--- src/rtl/adsr_pkg.sv ---
// Shared definitions for the ADSR envelope path: level width, attack peak
// and the phase codes reported on the sequencer's phase output.
package adsr_pkg;

    localparam int ENV_W = 20;
    localparam logic [ENV_W-1:0] ENV_MAX = 20'hFFFFF;

    // Codes 5..7 are never entered; the sequencer recovers to PH_IDLE if seen.
    typedef enum logic [2:0] {
        PH_IDLE    = 3'd0,
        PH_ATTACK  = 3'd1,
        PH_DECAY   = 3'd2,
        PH_SUSTAIN = 3'd3,
        PH_RELEASE = 3'd4
    } phase_t;

endpackage

--- src/rtl/adsr_step_unit.sv ---
// Combinational step arithmetic for the envelope. Produces the rising
// candidate (attack, saturating at MAX_LEVEL) and the falling candidate
// (decay toward sustain, sustain clamp, release toward 0, or 0 when idle).
module adsr_step_unit
    import adsr_pkg::*;
#(
    parameter int               WIDTH     = ENV_W,
    parameter logic [WIDTH-1:0] MAX_LEVEL = ENV_MAX
) (
    input  phase_t           phase,
    input  logic [WIDTH-1:0] level,
    input  logic [WIDTH-1:0] attack_step,
    input  logic [WIDTH-1:0] decay_step,
    input  logic [WIDTH-1:0] sustain_level,
    input  logic [WIDTH-1:0] release_step,
    output logic [WIDTH-1:0] rising,
    output logic [WIDTH-1:0] falling,
    output logic [WIDTH-1:0] sustain_clamped
);

    logic [WIDTH:0]   att_sum;
    logic [WIDTH:0]   dec_diff;
    logic [WIDTH:0]   rel_diff;
    logic [WIDTH-1:0] dec_cand;
    logic [WIDTH-1:0] rel_cand;

    // One extra bit on every add/sub so overflow and borrow are visible.
    always_comb begin
        att_sum  = {1'b0, level} + {1'b0, attack_step};
        dec_diff = {1'b0, level} - {1'b0, decay_step};
        rel_diff = {1'b0, level} - {1'b0, release_step};

        sustain_clamped = (sustain_level > MAX_LEVEL) ? MAX_LEVEL : sustain_level;

        // A zero step means "jump straight to the target".
        if ((attack_step == '0) || (att_sum > {1'b0, MAX_LEVEL}))
            rising = MAX_LEVEL;
        else
            rising = att_sum[WIDTH-1:0];

        if ((decay_step == '0) || dec_diff[WIDTH] || (dec_diff[WIDTH-1:0] < sustain_clamped))
            dec_cand = sustain_clamped;
        else
            dec_cand = dec_diff[WIDTH-1:0];

        if ((release_step == '0) || rel_diff[WIDTH])
            rel_cand = '0;
        else
            rel_cand = rel_diff[WIDTH-1:0];

        case (phase)
            PH_DECAY:   falling = dec_cand;
            PH_SUSTAIN: falling = sustain_clamped;
            PH_RELEASE: falling = rel_cand;
            default:    falling = '0;
        endcase
    end

endmodule

--- src/rtl/adsr_env_sequencer.sv ---
// ADSR envelope phase sequencer. Owns the envelope level register and the
// phase FSM, and selects between the rising and falling step candidates.
// gate is a level; tick is a one-cycle strobe with no back-pressure: a tick
// is consumed in the cycle it is high, unless a gate edge takes that cycle,
// in which case the tick is dropped and only the phase changes.
module adsr_env_sequencer
    import adsr_pkg::*;
#(
    parameter int               WIDTH     = ENV_W,
    parameter logic [WIDTH-1:0] MAX_LEVEL = ENV_MAX
) (
    input  logic             clk,
    input  logic             rst_n,
    input  logic             gate,
    input  logic             tick,
    input  logic [WIDTH-1:0] attack_step,
    input  logic [WIDTH-1:0] decay_step,
    input  logic [WIDTH-1:0] sustain_level,
    input  logic [WIDTH-1:0] release_step,
    output logic [WIDTH-1:0] level,
    output logic [2:0]       phase,
    output logic             mux_sel,
    output logic             busy,
    output logic             done
);

    phase_t           phase_q;
    logic             gate_q;
    logic             rise;
    logic             fall;
    logic [WIDTH-1:0] rising;
    logic [WIDTH-1:0] falling;
    logic [WIDTH-1:0] sustain_clamped;
    logic [WIDTH-1:0] level_next;

    adsr_step_unit #(
        .WIDTH     (WIDTH),
        .MAX_LEVEL (MAX_LEVEL)
    ) u_step (
        .phase           (phase_q),
        .level           (level),
        .attack_step     (attack_step),
        .decay_step      (decay_step),
        .sustain_level   (sustain_level),
        .release_step    (release_step),
        .rising          (rising),
        .falling         (falling),
        .sustain_clamped (sustain_clamped)
    );

    assign rise       = gate & ~gate_q;
    assign fall       = ~gate & gate_q;
    assign phase      = phase_q;
    assign busy       = (phase_q != PH_IDLE);
    assign mux_sel    = (phase_q != PH_ATTACK);
    assign level_next = mux_sel ? falling : rising;

    // Phase FSM, gate edge register and level register; edges beat ticks.
    always_ff @(posedge clk or negedge rst_n) begin
        if (!rst_n) begin
            phase_q <= PH_IDLE;
            level   <= '0;
            done    <= 1'b0;
            gate_q  <= 1'b0;
        end else begin
            gate_q <= gate;
            done   <= 1'b0;
            case (phase_q)
                PH_IDLE, PH_ATTACK, PH_DECAY, PH_SUSTAIN, PH_RELEASE: begin
                    if (rise) begin
                        // Retrigger keeps the current level.
                        phase_q <= PH_ATTACK;
                    end else if (fall) begin
                        if ((phase_q == PH_ATTACK) || (phase_q == PH_DECAY) ||
                            (phase_q == PH_SUSTAIN))
                            phase_q <= PH_RELEASE;
                    end else if (tick && (phase_q != PH_IDLE)) begin
                        level <= level_next;
                        case (phase_q)
                            PH_ATTACK:  if (level_next == MAX_LEVEL) phase_q <= PH_DECAY;
                            PH_DECAY:   if (level_next == sustain_clamped) phase_q <= PH_SUSTAIN;
                            PH_RELEASE: begin
                                if (level_next == '0) begin
                                    phase_q <= PH_IDLE;
                                    done    <= 1'b1;
                                end
                            end
                            default: ;
                        endcase
                    end
                end
                default: begin
                    phase_q <= PH_IDLE;
                    level   <= '0;
                end
            endcase
        end
    end

endmodule

--- config.mk ---
export PLATFORM = sky130hd
export DESIGN_NAME = adsr_env_sequencer
export DESIGN_NICKNAME = d
export VERILOG_FILES = /design/src/rtl/adsr_pkg.sv /design/src/rtl/adsr_step_unit.sv /design/src/rtl/adsr_env_sequencer.sv
export SDC_FILE = /design/constraint.sdc
export NUM_CORES = 1
export LEC_CHECK = 0
export CAP_MARGIN = 0
export CORE_UTILIZATION = 45
export CTS_BUF_LIST = sky130_fd_sc_hd__clkbuf_4 sky130_fd_sc_hd__clkbuf_8 sky130_fd_sc_hd__clkbuf_16
export DETAILED_ROUTE_END_ITERATION = 10
export DONT_BUFFER_PORTS = 1
export PLACE_DENSITY = 0.65
export SYNTH_ARGS = -nofsm -noshare
export SYNTH_HDL_FRONTEND = slang
export SYNTH_HIERARCHICAL = 1
export SYNTH_SLANG_ARGS = --single-unit
--- constraint.sdc ---
create_clock -name clk -period 6.4 [get_ports clk]
set_input_delay 1.28 -clock clk [delete_from_list [all_inputs] [get_ports clk]]
set_output_delay 1.28 -clock clk [all_outputs]
set_load 0.02 [all_outputs]
* Word level (Yosys, flattened, before mapping)
Cells that the tools add are included.
** Cells by class
- Eq/ne operators :: 16
- Bitwise operators :: 4
- Reduce and logical (&&, ||, !) cells :: 16
- Multiplexer cells :: 25
- Add/subtract/negate cells :: 3
- $lt $le $gt $ge :: 3
** Operators by type and width (count)
- $mux W20 :: 9
- $logic_not A20 Y1 :: 4
- $pmux W20 S3 :: 1
- $sub A20 B20 Y21 :: 2
- $mux W3 :: 8
- $add A20 B20 Y21 :: 1
- $gt A21 B20 Y1 const B :: 1
- $eq A20 B20 Y1 :: 1
- $eq A20 B20 Y1 const B :: 1
- $gt A20 B20 Y1 const B :: 1
- $lt A20 B20 Y1 :: 1
- $ne A5 B5 Y1 const B :: 3
- $pmux W3 S3 :: 1
- $ne A4 B4 Y1 const B :: 2
- $eq A3 B2 Y1 const B :: 2
- $logic_or A1 B1 Y1 :: 6
- $mux W1 :: 6
- $ne A2 B2 Y1 const B :: 3
- $ne A6 B5 Y1 const B :: 1
- $reduce_and A6 Y1 :: 1
- $reduce_or A5 Y1 :: 1
- $eq A3 B1 Y1 const B :: 1
- $eq A3 B3 Y1 const B :: 1
- $logic_not A3 Y1 :: 1
- 6 further kinds :: 8
** Word-level totals
- Bits of input ports :: 84
- Output and inout bits :: 26
- Logic and storage cells :: 71
- Register bits :: 25

* Longest topological paths before layout
Gate-level depths: netlist of the first run.
- Word-level depth :: 14
- Gate-level depth with buffers :: 27
- Depth with buffers taken out :: 26

* Hierarchy
Netlist of the first run, hierarchy kept.
** By module, submodules not included
- adsr_step_unit :: cells an instance 572, area an instance 3973.8 µm², seq. area each 0.0 µm², times used 1
- adsr_env_sequencer :: cells an instance 237, area an instance 1969.4 µm², seq. area each 625.6 µm², times used 1

* Worst setup path after synthesis of the first run
OpenSTA, ideal clock, no wires.
- Path type :: input to register
- Start point :: input port decay_step[1]
- End point :: register phase_q[1] (netlist: phase[1])
- Stages on the path :: 25
- Path buffers :: 1
- Required time :: 6.274 ns
- Arrival time :: 5.946 ns
- Setup time :: 0.126 ns
- Path slack :: 0.328 ns
- Path through :: inv_1 -> ha_1 -> nor2b_1 -> o31a_1 -> o31a_1 -> o31a_1 -> nor3_1 -> a2bb2oi_1 -> ha_1 -> nand2_1 -> nor2_1 -> a211oi_1 -> o211ai_1 -> o21ai_0 -> a31oi_1 -> o221a_2 -> buf_4 -> mux2i_1 -> o22ai_1 -> xor2_1 -> a21oi_1 -> nand4_1 -> a2111oi_2 -> nand4b_1 -> a221o_1
** On the way
- Word-level cells in the longest chain between the ends :: 9
- Elaborated cells on any way between the ends :: 15
- Those cells by class :: 1 x add/sub; 1 x order compare; 5 x eq/ne; 3 x mux; 5 x reduce/logical
** Ends and longest elaborated chain
- start, declared :: line adsr_env_sequencer.sv:17 : input logic [WIDTH-1:0] decay_step,
- $sub A20 B20 Y21 / $logic_not A20 Y1 (equally long branches) :: line adsr_step_unit.sv:30, adsr_step_unit.sv:41
- $lt A20 B20 Y1 / $logic_or A1 B1 Y1 (equally long branches) :: line adsr_step_unit.sv:41 : if ((decay_step == '0) || dec_diff[WIDTH] || (dec_diff[WIDTH-1:0] < sustain_clamped))
- $logic_or A1 B1 Y1 :: line adsr_step_unit.sv:41
- $mux W20 (*) :: line adsr_step_unit.sv:41
- $pmux W20 S3 (*) :: line adsr_step_unit.sv:51 : case (phase)
- net falling[11] :: line adsr_env_sequencer.sv:32 : logic [WIDTH-1:0] falling;
- $mux W20 (*) :: line adsr_env_sequencer.sv:56 : assign level_next = mux_sel ? falling : rising;
- $eq A20 B20 Y1 (tied with other cells) :: line adsr_env_sequencer.sv:81 : PH_DECAY: if (level_next == sustain_clamped) phase_q <= PH_SUSTAIN;
- $ne A5 B5 Y1 (no source line)
- $reduce_and A6 Y1 (no source line) (*)
- end signal, assigned :: line adsr_env_sequencer.sv:80 : PH_ATTACK: if (level_next == MAX_LEVEL) phase_q <= PH_DECAY;
- end signal, assigned :: line adsr_env_sequencer.sv:81
- end signal, assigned :: line adsr_env_sequencer.sv:84 : phase_q <= PH_IDLE;
- end, declared :: line adsr_env_sequencer.sv:27 : phase_t phase_q;
Mark *: on every way through the listed nets, which the timed path passes. The rest lies on a longest branch.
A chain may end at the register's enable or synchronous reset.

* Worst setup path after layout of the first run
- Start point :: input port decay_step[11]
- End point :: register phase_q[1] (netlist: phase[1])
** On the way
- Word-level cells in the longest chain between the ends :: 9
- Elaborated cells on any way between the ends :: 15
- Those cells by class :: 1 x add/sub; 1 x order compare; 5 x eq/ne; 3 x mux; 5 x reduce/logical
** Ends and longest elaborated chain (line)
- $sub A20 B20 Y21 / $logic_not A20 Y1 (equally long branches) :: adsr_step_unit.sv:30, adsr_step_unit.sv:41
- $lt A20 B20 Y1 / $logic_or A1 B1 Y1 (equally long branches) :: adsr_step_unit.sv:41
- $logic_or A1 B1 Y1 (*) :: adsr_step_unit.sv:41
- $mux W20 (*) :: adsr_step_unit.sv:41
- $pmux W20 S3 (*) :: adsr_step_unit.sv:51
- net falling[5] :: adsr_env_sequencer.sv:32
- $mux W20 (*) :: adsr_env_sequencer.sv:56
- $eq A20 B20 Y1 (tied with other cells) :: adsr_env_sequencer.sv:81
- $ne A5 B5 Y1 (no source line)
- $reduce_and A6 Y1 (no source line) (*)
Marked as above.

==> impl_metrics.json, run 1 <==
{
  "path_buf_inv": 3,
  "topRoutingLayerUsed": "met4",
  "period_needed_ns": 6.204,
  "grt_use_total_pct": 33.02,
  "area_growth_pct": 16.13,
  "synth-warning-count": 6,
  "final.setup.tns_ns": 0,
  "powerDensity_nw_per_um2": 607.4,
  "io_pins": 110,
  "critPathArrivalTime_ns": 6.36,
  "critical-path-max-stage-delay_ns": 0.38,
  "vias": 6526,
  "ant_nets": 0,
  "synth_async_sr_flop_share_pct": 100.0,
  "grt_max_degree": 39,
  "fin_nets": 1027,
  "place.gp.congestion": 1.010,
  "netlist_instances": 809,
  "fin_crit_sh_pct": 96.94,
  "ir_worst_vdd_mv": 0.2445,
  "drc": 0,
  "p_leak_uw": 0.003273,
  "initial_utilization_pct": 46.53,
  "synth_cell_types": 72,
  "hold_class": "in -> async",
  "slew-limit-headroom_pct": 34.83,
  "layout_common_cells": "inv_1, buf_4, ha_1, nand2_1, nor2_1",
  "status": "finished clean",
  "synth-main-ff-cell": "dfrtp_1",
  "n_antenna_cell": 0,
  "ys_ff_latch": 25,
  "core_um2": 12770,
  "drt_iter0_markers": 573,
  "max_slew.worst_pin.slew_ns": 0.9775,
  "clk_latency_ns": 0.27,
  "synth_edf_count": 0,
  "synth_area_um2": 5943,
  "hpwl_um": 19320,
  "overflow": 0,
  "critical_path_class": "in -> reg",
  "fin_worst_skew_ns": 0.008169,
  "clockBufferDepth": 2,
  "final_layout_size_suffix_gt1_share_pct": 17.04,
  "crit_chain": "inv_1, ha_1, buf_4, a21o_1, a21o_1, a2111oi_2, and3b_2, o31ai_4, a21oi_2, xnor2_2, ha_1, nor2b_1, a311o_1, nand2_1, a31oi_1, o221a_4, buf_4, mux2i_1, o32ai_2, mux2i_2, xnor2_1, nor4_1, nand4b_1, a221o_1",
  "drt-pass1-iter-count": 5,
  "avgRoutedWirePerCell_um": 22.43,
  "cts_made_buffers": 3,
  "finalSetupViolations": 0,
  "wl_met3_um": 1721,
  "yosys.area.top_type": "ha_1",
  "critPathMaxFanout": 8,
  "synth_nets": 978,
  "antenna_found_initial": 0,
  "layout.cells.most_common": "inv_1",
  "fmax_ghz": 0.1612,
  "cpLargestDelayFamily": "compound AO/OA/AOI/OAI gates",
  "dieHeight_um": 116.9,
  "n_fill_cell": 1200,
  "fin_util_pct": 54.03,
  "wl_met1_um": 9480,
  "cts_tree": "yes",
  "die-area_um2": 13670,
  "seq_area_frac_synth_pct": 10.53,
  "clkSinkCount": 25,
  "vias_per_cell": 6.342,
  "cp_slowest_cell": "a2111oi_2",
  "path_clk_slew_ns": 0.07,
  "grt_pass1_vias": 6257,
  "num_rows": 41,
  "grt_pass1_wl_um": 33440,
  "wl_met2_um": 10790,
  "hold_violations": 0,
  "hold_slack_ns": 0.6965,
  "clockRootBuffer": "clkbuf_16",
  "critPathRequiredTime_ns": 6.56,
  "io_buffers": 0,
  "synth_top_cell_area_share_pct": 17.26,
  "wl_um": 23080,
  "maxCapViolCount": 0,
  "end_kind": "register",
  "startpoint_type": "input pin",
  "htree_levels": 1,
  "total_power_uw": 4192,
  "maxSlewViolCount": 0,
  "synth_area_leaders": "ha_1, dfrtp_1, xnor2_1",
  "die_w_um": 116.9,
  "synth_area_per_cell_um2": 7.346
}
[worst reg2reg max path: stages (launching register included)]
cell	delay, ns
dfrtp_1	0.50
inv_1	0.24
ha_4	0.19
inv_1	0.06
fa_2	0.34
a211o_1	0.26
o211ai_1	0.21
a211oi_2	0.16
and3b_2	0.31
o31ai_4	0.08
a21oi_2	0.22
xnor2_2	0.12
ha_1	0.31
nor2b_1	0.14
a311o_1	0.33
nand2_1	0.08
a31oi_1	0.05
o221a_4	0.37
buf_4	0.19
mux2i_1	0.19
o32ai_2	0.15
mux2i_2	0.30
xnor2_1	0.15
nor4_1	0.32
nand4b_1	0.24
a221o_1	0.36
[registers in the layout, summed over array words and instances, names as in the netlist]
signal and cells:
level 20, done 1, gate_q 1, phase 3
[repair_timing]
action,CTS,global route
gates resized for setup,4,39
endpoints found under the setup margin,2,4
setup buffers,0,4
hold buffers,0,0
pin swaps,1,25
[Yosys cell counts, types with 4 or more instances]
cell type,n
a211oi_1,17
a21o_1,20
a21oi_1,52
a311oi_1,9
a31oi_1,5
and3_1,8
buf_4,4
buf_6,4
clkbuf_1,28
dfrtp_1,25
ha_1,82
inv_1,94
mux2i_1,30
nand2_1,61
nand2b_1,8
nand3_1,10
nand4_1,15
nor2_1,62
nor2b_1,12
nor3_1,20
nor4_1,24
o211ai_1,6
o21a_1,10
o21ai_0,30
o21bai_1,6
o22ai_1,19
o2bb2ai_1,4
or2_2,7
or3_1,4
xnor2_1,42
xor2_1,19
[cells by family (layout without fill, tap and decap cells)]
logic type               Yosys count  count (layout)  synth area share [%]
AO/OA/AOI/OAI                    224             224                 26.55
XOR/XNOR                          61              61                 8.989
adder cells (fa/ha/maj)           85              85                 18.27
buffers and inverters            136             184                 9.389
flip-flops                        25              25                 10.53
multiplexers                      33              33                 5.621
AND/OR/NAND/NOR                  245             245                 20.65
[layer usage]
layer,global-route usage [%],up-vias
li1,-,3041
met1,40.01,3129
met2,56.84,295
met3,5.716,61
met4,15.61,0
met5,0,-
[report_power, final]
group          total [uW]  leakage (uW)  internal (uW)  switching [uW]
logic                3620       0.00292           1570            2050
clock network         146     0.0000409           84.5            61.1
registers             429      0.000311            228             201
[per-stage QoR]
stage          instance area [um2]  setup slack [ns]  instances
3_5_place_dp                  6588           -0.3693       1022
4_1_cts                       6686           0.01368       1026
3_3_place_gp                  6588           -0.2967       1022
2_1_floorplan                 5943            0.3278        809
5_1_grt                       6902           -0.1253       1029
6_report                      6902            0.1956       1029
[final timing paths]
check / cells past startpoint / from / slack, ns / to
worst max register to register: 25 / level[0] / 0.45 / phase[1]
worst max-delay path: 24 / decay_step[11] / 0.20 / phase[1]
worst min register to register: 2 / level[0] / 0.76 / level[0]
worst min-delay path: 0 / rst_n / 0.70 / level[16]
max in group asynchronous: 0 / rst_n / 5.61 / level[6]
min in group clk: 2 / level[0] / 0.76 / level[0]
[cell type report]
type                            count  area [um2]  area share [%]
Clock buffer                        3       75.07           1.088
Clock inverter                      1       5.005         0.07252
Inverter                           95       356.6           5.167
Multi-Input combinational cell    648        4966           71.95
Sequential cell                    25       625.6           9.065
Tap cell                          172       215.2           3.118
Timing Repair Buffer               85       658.1           9.536
Power figures use the tool's default switching activity.
==> inputs of run 2 (changes only) <==
--- a/config.mk
+++ b/config.mk
@@ -9,8 +9,7 @@
 export CORE_UTILIZATION = 45
 export CTS_BUF_LIST = sky130_fd_sc_hd__clkbuf_4 sky130_fd_sc_hd__clkbuf_8 sky130_fd_sc_hd__clkbuf_16
 export DETAILED_ROUTE_END_ITERATION = 10
-export DONT_BUFFER_PORTS = 1
-export PLACE_DENSITY = 0.65
+export PLACE_DENSITY = 0.75
 export SYNTH_ARGS = -nofsm -noshare
 export SYNTH_HDL_FRONTEND = slang
 export SYNTH_HIERARCHICAL = 1
==> impl_metrics.json, run 2 (synthesized netlist as in run 1, its figures left out) <==
{
  "status": "finished clean",
  "wl_met3_um": 1448,
  "n_antenna_cell": 0,
  "period_needed_ns": 6.355,
  "area_growth_pct": 41.41,
  "drt_iter0_markers": 728,
  "hold_start": "level[0]",
  "regMostFlops": "level",
  "fin_nets": 1170,
  "grt_pass1_wl_um": 33800,
  "place.gp.congestion": 1.007,
  "design_area_um2": 8404,
  "core_um2": 12770,
  "worst-r2r-cell-count": 26,
  "p_sw_share_pct": 51.21,
  "p_leak_uw": 0.003895,
  "pwr-share-seq_pct": 9.1,
  "post-place-ws_ns": -0.7212,
  "avgRoutedWirePerCell_um": 19.20,
  "final.setup.tns_ns": 0,
  "powerDensity_nw_per_um2": 551.9,
  "die_w_um": 116.9,
  "pwr-share-comb_pct": 87.7,
  "critPathRequiredTime_ns": 6.55,
  "grt_pass1_vias": 6585,
  "hold_slack_ns": 0.6264,
  "max_slew.worst_pin.slew_ns": 0.9493,
  "clockRootBuffer": "clkbuf_16",
  "placed_area_um2": 7824,
  "clkSinkCount": 25,
  "drc": 0,
  "die-area_um2": 13670,
  "ir_worst_vdd_mv": 0.2535,
  "cp_slowest_cell": "a221o_1",
  "cts_tree": "yes",
  "critical_path_class": "in -> reg",
  "clk_latency_ns": 0.26,
  "hpwl_um": 18140,
  "rsz0062_at_grt": "true",
  "cts_made_buffers": 3,
  "grt_use_total_pct": 32.45,
  "final_layout_size_suffix_gt1_share_pct": 21.00,
  "startpoint_type": "input pin",
  "min_to": "level[0]",
  "maxCapViolCount": 0,
  "ant_nets": 0,
  "fin_crit_sh_pct": 99.30,
  "cpLargestDelayFamily": "compound AO/OA/AOI/OAI gates",
  "critPathMaxFanout": 8,
  "power.switching_uw": 2375,
  "grt_max_degree": 39,
  "rrSetupSlack_ns": 0.49,
  "total_power_uw": 4639,
  "htree_levels": 1,
  "p_int_uw": 2263,
  "r2r_start": "level[0]",
  "finalSetupViolations": 0,
  "layout_common_cells": "buf_4, clkdlybuf4s50_1, inv_1, ha_1, nand2_1",
  "hold_depth": 2,
  "fmax_ghz": 0.1574,
  "vias_per_cell": 5.961,
  "wl_met2_um": 10310,
  "topRoutingLayerUsed": "met4",
  "layout.cells.most_common": "buf_4",
  "overflow": 0,
  "maxSlewViolCount": 0,
  "num_rows": 41,
  "vias": 6986,
  "io_pins": 110,
  "r2r-end": "phase[1]",
  "critPathArrivalTime_ns": 6.51,
  "end_kind": "register",
  "slew-limit-headroom_pct": 36.64,
  "path_buf_inv": 4,
  "hold_buffers": 0,
  "fin_worst_skew_ns": 0.001562,
  "drt-pass1-iter-count": 5,
  "initial_utilization_pct": 46.53,
  "critical-path-max-stage-delay_ns": 0.40,
  "wl_met1_um": 9861,
  "clkPwrFrac_pct": 3.2,
  "setup_ws_ns": 0.04476,
  "antenna_found_initial": 0,
  "dieHeight_um": 116.9,
  "io_buffers": 109,
  "largest_reg_flops": 20,
  "hold_violations": 0,
  "clockBufferDepth": 2,
  "path_clk_slew_ns": 0.06,
  "wl_um": 22510,
  "hold_class": "reg -> reg"
}
## run 2: changes by cell type in the layout (fill, tap and decap cells not counted), moves of 12 or more
cell | previous run | this run
buf_4 | 82 | 117
clkdlybuf4s50_1 | 0 | 97
ha_1 | 80 | 68
ha_4 | 2 | 14
inv_1 | 93 | 81
inv_2 | 2 | 14
## run 2: cell type report
cell class / instances / area [um2]
multi-input combinational: 648 / 5125
fill: 1090 / 4369
tap: 172 / 215.2
timing repair buffer: 228 / 1999
sequential: 25 / 625.6
inverter: 95 / 356.6
clock buffer: 4 / 82.58
## run 2: how the worst max path moves through the flow
stage	start	endpoint	cells past startpoint
detailed placement	decay_step[1]	phase[1]	26
finish	decay_step[0]	phase[1]	26
global route	decay_step[0]	phase[1]	26
CTS	decay_step[1]	phase[1]	25
global placement	decay_step[1]	phase[1]	25
floorplan	decay_step[1]	phase[1]	25
## run 2: timing repair
action / 4_1_cts / 5_1_grt
cloned: 0 / 0
setup buffers: 10 / 7
gates resized for setup: 43 / 57
setup endpoints to repair: 4 / 4
pin swaps: 31 / 44
hold endpoints to repair: 0 / 0
## run 2: power groups by stage
stage                     clock network, uW  registers, uW  logic (uW)
after floorplan                           0            409        2230
after global placement                    0            399        3610
after detailed placement                  0            398        3630
after CTS                               149            402        3790
after global routing                    152            427        4390
final                                   148            421        4070
## run 2: per-layer routing
layer / GRT usage, % / up-vias
met5: 0 / -
met4: 13.59 / 0
met1: 43.08 / 3268
met2: 54.28 / 312
met3: 2.678 / 56
li1: - / 3350
## run 2: metrics by stage
step | util [%] | instances
finish | 65.79 | 1172
global route | 65.79 | 1172
CTS | 63.71 | 1165
detailed placement | 61.25 | 1152
global placement | 61.25 | 1152
floorplan | - | 809
## run 2: worst min-delay path: stages, from the launching register on
cell and delay [ns]:
dfrtp_1 0.41, mux2i_1 0.09, nor2_1 0.08
==> inputs of run 3 (changes only) <==
--- a/config.mk
+++ b/config.mk
@@ -9,7 +9,9 @@
 export CORE_UTILIZATION = 45
 export CTS_BUF_LIST = sky130_fd_sc_hd__clkbuf_4 sky130_fd_sc_hd__clkbuf_8 sky130_fd_sc_hd__clkbuf_16
 export DETAILED_ROUTE_END_ITERATION = 10
+export GPL_TIMING_DRIVEN = 0
 export PLACE_DENSITY = 0.75
+export SLEW_MARGIN = 30
 export SYNTH_ARGS = -nofsm -noshare
 export SYNTH_HDL_FRONTEND = slang
 export SYNTH_HIERARCHICAL = 1
==> impl_metrics.json, run 3 (synthesized netlist as in run 1, its figures left out) <==
{
  "final_layout_size_suffix_gt1_share_pct": 17.51,
  "initial_utilization_pct": 46.53,
  "wl_met2_um": 10530,
  "rsz0062_at_grt": "true",
  "critPathMaxFanout": 6,
  "grt_use_total_pct": 32.03,
  "clockBufferDepth": 2,
  "cp_slowest_cell": "a221o_1",
  "pwr-share-comb_pct": 86.9,
  "cts_made_buffers": 3,
  "drt-pass1-iter-count": 6,
  "failed_checks": "negative setup slack",
  "io_pins": 110,
  "end_kind": "register",
  "fin_nets": 1141,
  "fin_crit_sh_pct": 101.9,
  "wl_met1_um": 9531,
  "pwr-share-seq_pct": 9.8,
  "grt_max_degree": 26,
  "design_area_um2": 8297,
  "ir_worst_vdd_mv": 0.2730,
  "slew-limit-headroom_pct": 45.54,
  "layout_common_cells": "clkdlybuf4s50_1, inv_1, ha_1, nor2_1, nand2_1",
  "regMostFlops": "level",
  "placed_area_um2": 7244,
  "min_to": "level[0]",
  "status": "finished with violations",
  "n_antenna_cell": 0,
  "clockRootBuffer": "clkbuf_16",
  "worst-r2r-cell-count": 26,
  "antenna_found_initial": 0,
  "p_leak_uw": 0.003703,
  "fmax_ghz": 0.1534,
  "period_needed_ns": 6.519,
  "largest_reg_flops": 20,
  "grt_pass1_vias": 6567,
  "r2r-end": "phase[1]",
  "power.switching_uw": 2372,
  "max_slew.worst_pin.slew_ns": 0.8064,
  "overflow": 0,
  "crit_path_start": "decay_step[1]",
  "startpoint_type": "input pin",
  "grt_pass1_wl_um": 33300,
  "critPathRequiredTime_ns": 6.56,
  "io_buffers": 109,
  "clkSinkCount": 25,
  "drc": 0,
  "hpwl_um": 17090,
  "core_um2": 12770,
  "wl_met3_um": 1542,
  "hold_violations": 0,
  "critical_path_class": "in -> reg",
  "vias": 7075,
  "hold_buffers": 0,
  "topRoutingLayerUsed": "met4",
  "maxCapViolCount": 0,
  "clk_latency_ns": 0.27,
  "ant_nets": 0,
  "clkPwrFrac_pct": 3.3,
  "place.gp.congestion": 0.9711,
  "htree_levels": 1,
  "p_int_uw": 2081,
  "powerDensity_nw_per_um2": 536.7,
  "critPathArrivalTime_ns": 6.68,
  "num_rows": 41,
  "vias_per_cell": 6.190,
  "maxSlewViolCount": 0,
  "dp.cells": 1090,
  "rrSetupSlack_ns": 0.36,
  "setup_ws_ns": -0.1191,
  "total_power_uw": 4453,
  "finalSetupViolations": 2,
  "path_buf_inv": 4,
  "layout.cells.most_common": "clkdlybuf4s50_1",
  "critical-path-max-stage-delay_ns": 0.44,
  "die-area_um2": 13670,
  "r2r_start": "level[0]",
  "hold_depth": 2,
  "cpLargestDelayFamily": "compound AO/OA/AOI/OAI gates",
  "layout.cells.non_filler": 1143,
  "p_sw_share_pct": 53.27,
  "die_w_um": 116.9,
  "hold_slack_ns": 0.5993,
  "hold_start": "level[0]",
  "fin_worst_skew_ns": 0.003223,
  "post-place-ws_ns": -1.275,
  "wl_um": 22540,
  "avgRoutedWirePerCell_um": 19.72,
  "area_growth_pct": 39.60,
  "cts_tree": "yes",
  "hold_class": "reg -> reg",
  "dieHeight_um": 116.9,
  "drt_iter0_markers": 835,
  "path_clk_slew_ns": 0.07,
  "n_fill_cell": 1095
}
run 3: cell types whose count changed in the layout (fill, tap and decap cells not counted), sizes merged:
cell	previous run	this run
buf	120	66
clkbuf	5	31
dlygate4sd2	2	6
clkdlybuf4s15	4	1
clkdlybuf4s50	97	95
clkinv	0	1
dlymetal6s2s	4	3
run 3: final cells by class:
class	count	area, um2	share of cell area [%]
Buffer	40	219.0	2.639
Clock buffer	3	75.07	0.9048
Clock inverter	1	5.005	0.06032
Inverter	95	359.1	4.328
Multi-Input combinational cell	648	5283	63.67
Sequential cell	25	625.6	7.540
Tap cell	172	215.2	2.594
Timing Repair Buffer	159	1515	18.26
run 3: stage by stage:
stage / TNS (ns) / utilization (%)
2_1_floorplan: 0 / -
3_3_place_gp: -4.891 / 56.75
3_5_place_dp: -6.217 / 56.71
4_1_cts: 0 / 62.30
5_1_grt: -0.6673 / 64.95
6_report: -0.1483 / 64.95
run 3: tightest hold or removal path, cell delays in order (launching register included):
cell and delay (ns):
dfrtp_1 0.40, mux2i_1 0.09, nor2_1 0.08
run 3: worst max path at each step:
stage	endpoint	slack, ns	cells after the start
global placement	phase[1]	-1.21	27
detailed placement	phase[1]	-1.28	26
finish	phase[1]	-0.12	26
floorplan	phase[1]	0.33	25
global route	phase[1]	-0.30	25
CTS	phase[1]	0.0003	25
run 3: what timing repair did:
action                     in CTS  in global routing
buffers inserted               31                 18
pin swaps                      53                 46
gates resized for setup        88                 51
gates cloned                    2                  0
setup endpoints to repair       5                  4
run 3: per-layer routing:
layer / track usage [%] / vias to the layer above
li1: - / 3290
met1: 41.00 / 3351
met2: 55.42 / 368
met3: 2.214 / 66
met4: 14.18 / 0
met5: 0 / -
run 3: power groups by stage:
stage | Sequential (uW) | Clock (uW) | Combinational (uW)
2_1_floorplan | 409 | 0 | 2230
3_3_place_gp | 418 | 0 | 3080
3_5_place_dp | 417 | 0 | 3100
4_1_cts | 432 | 146 | 3510
5_1_grt | 448 | 153 | 4150
6_report | 438 | 147 | 3870
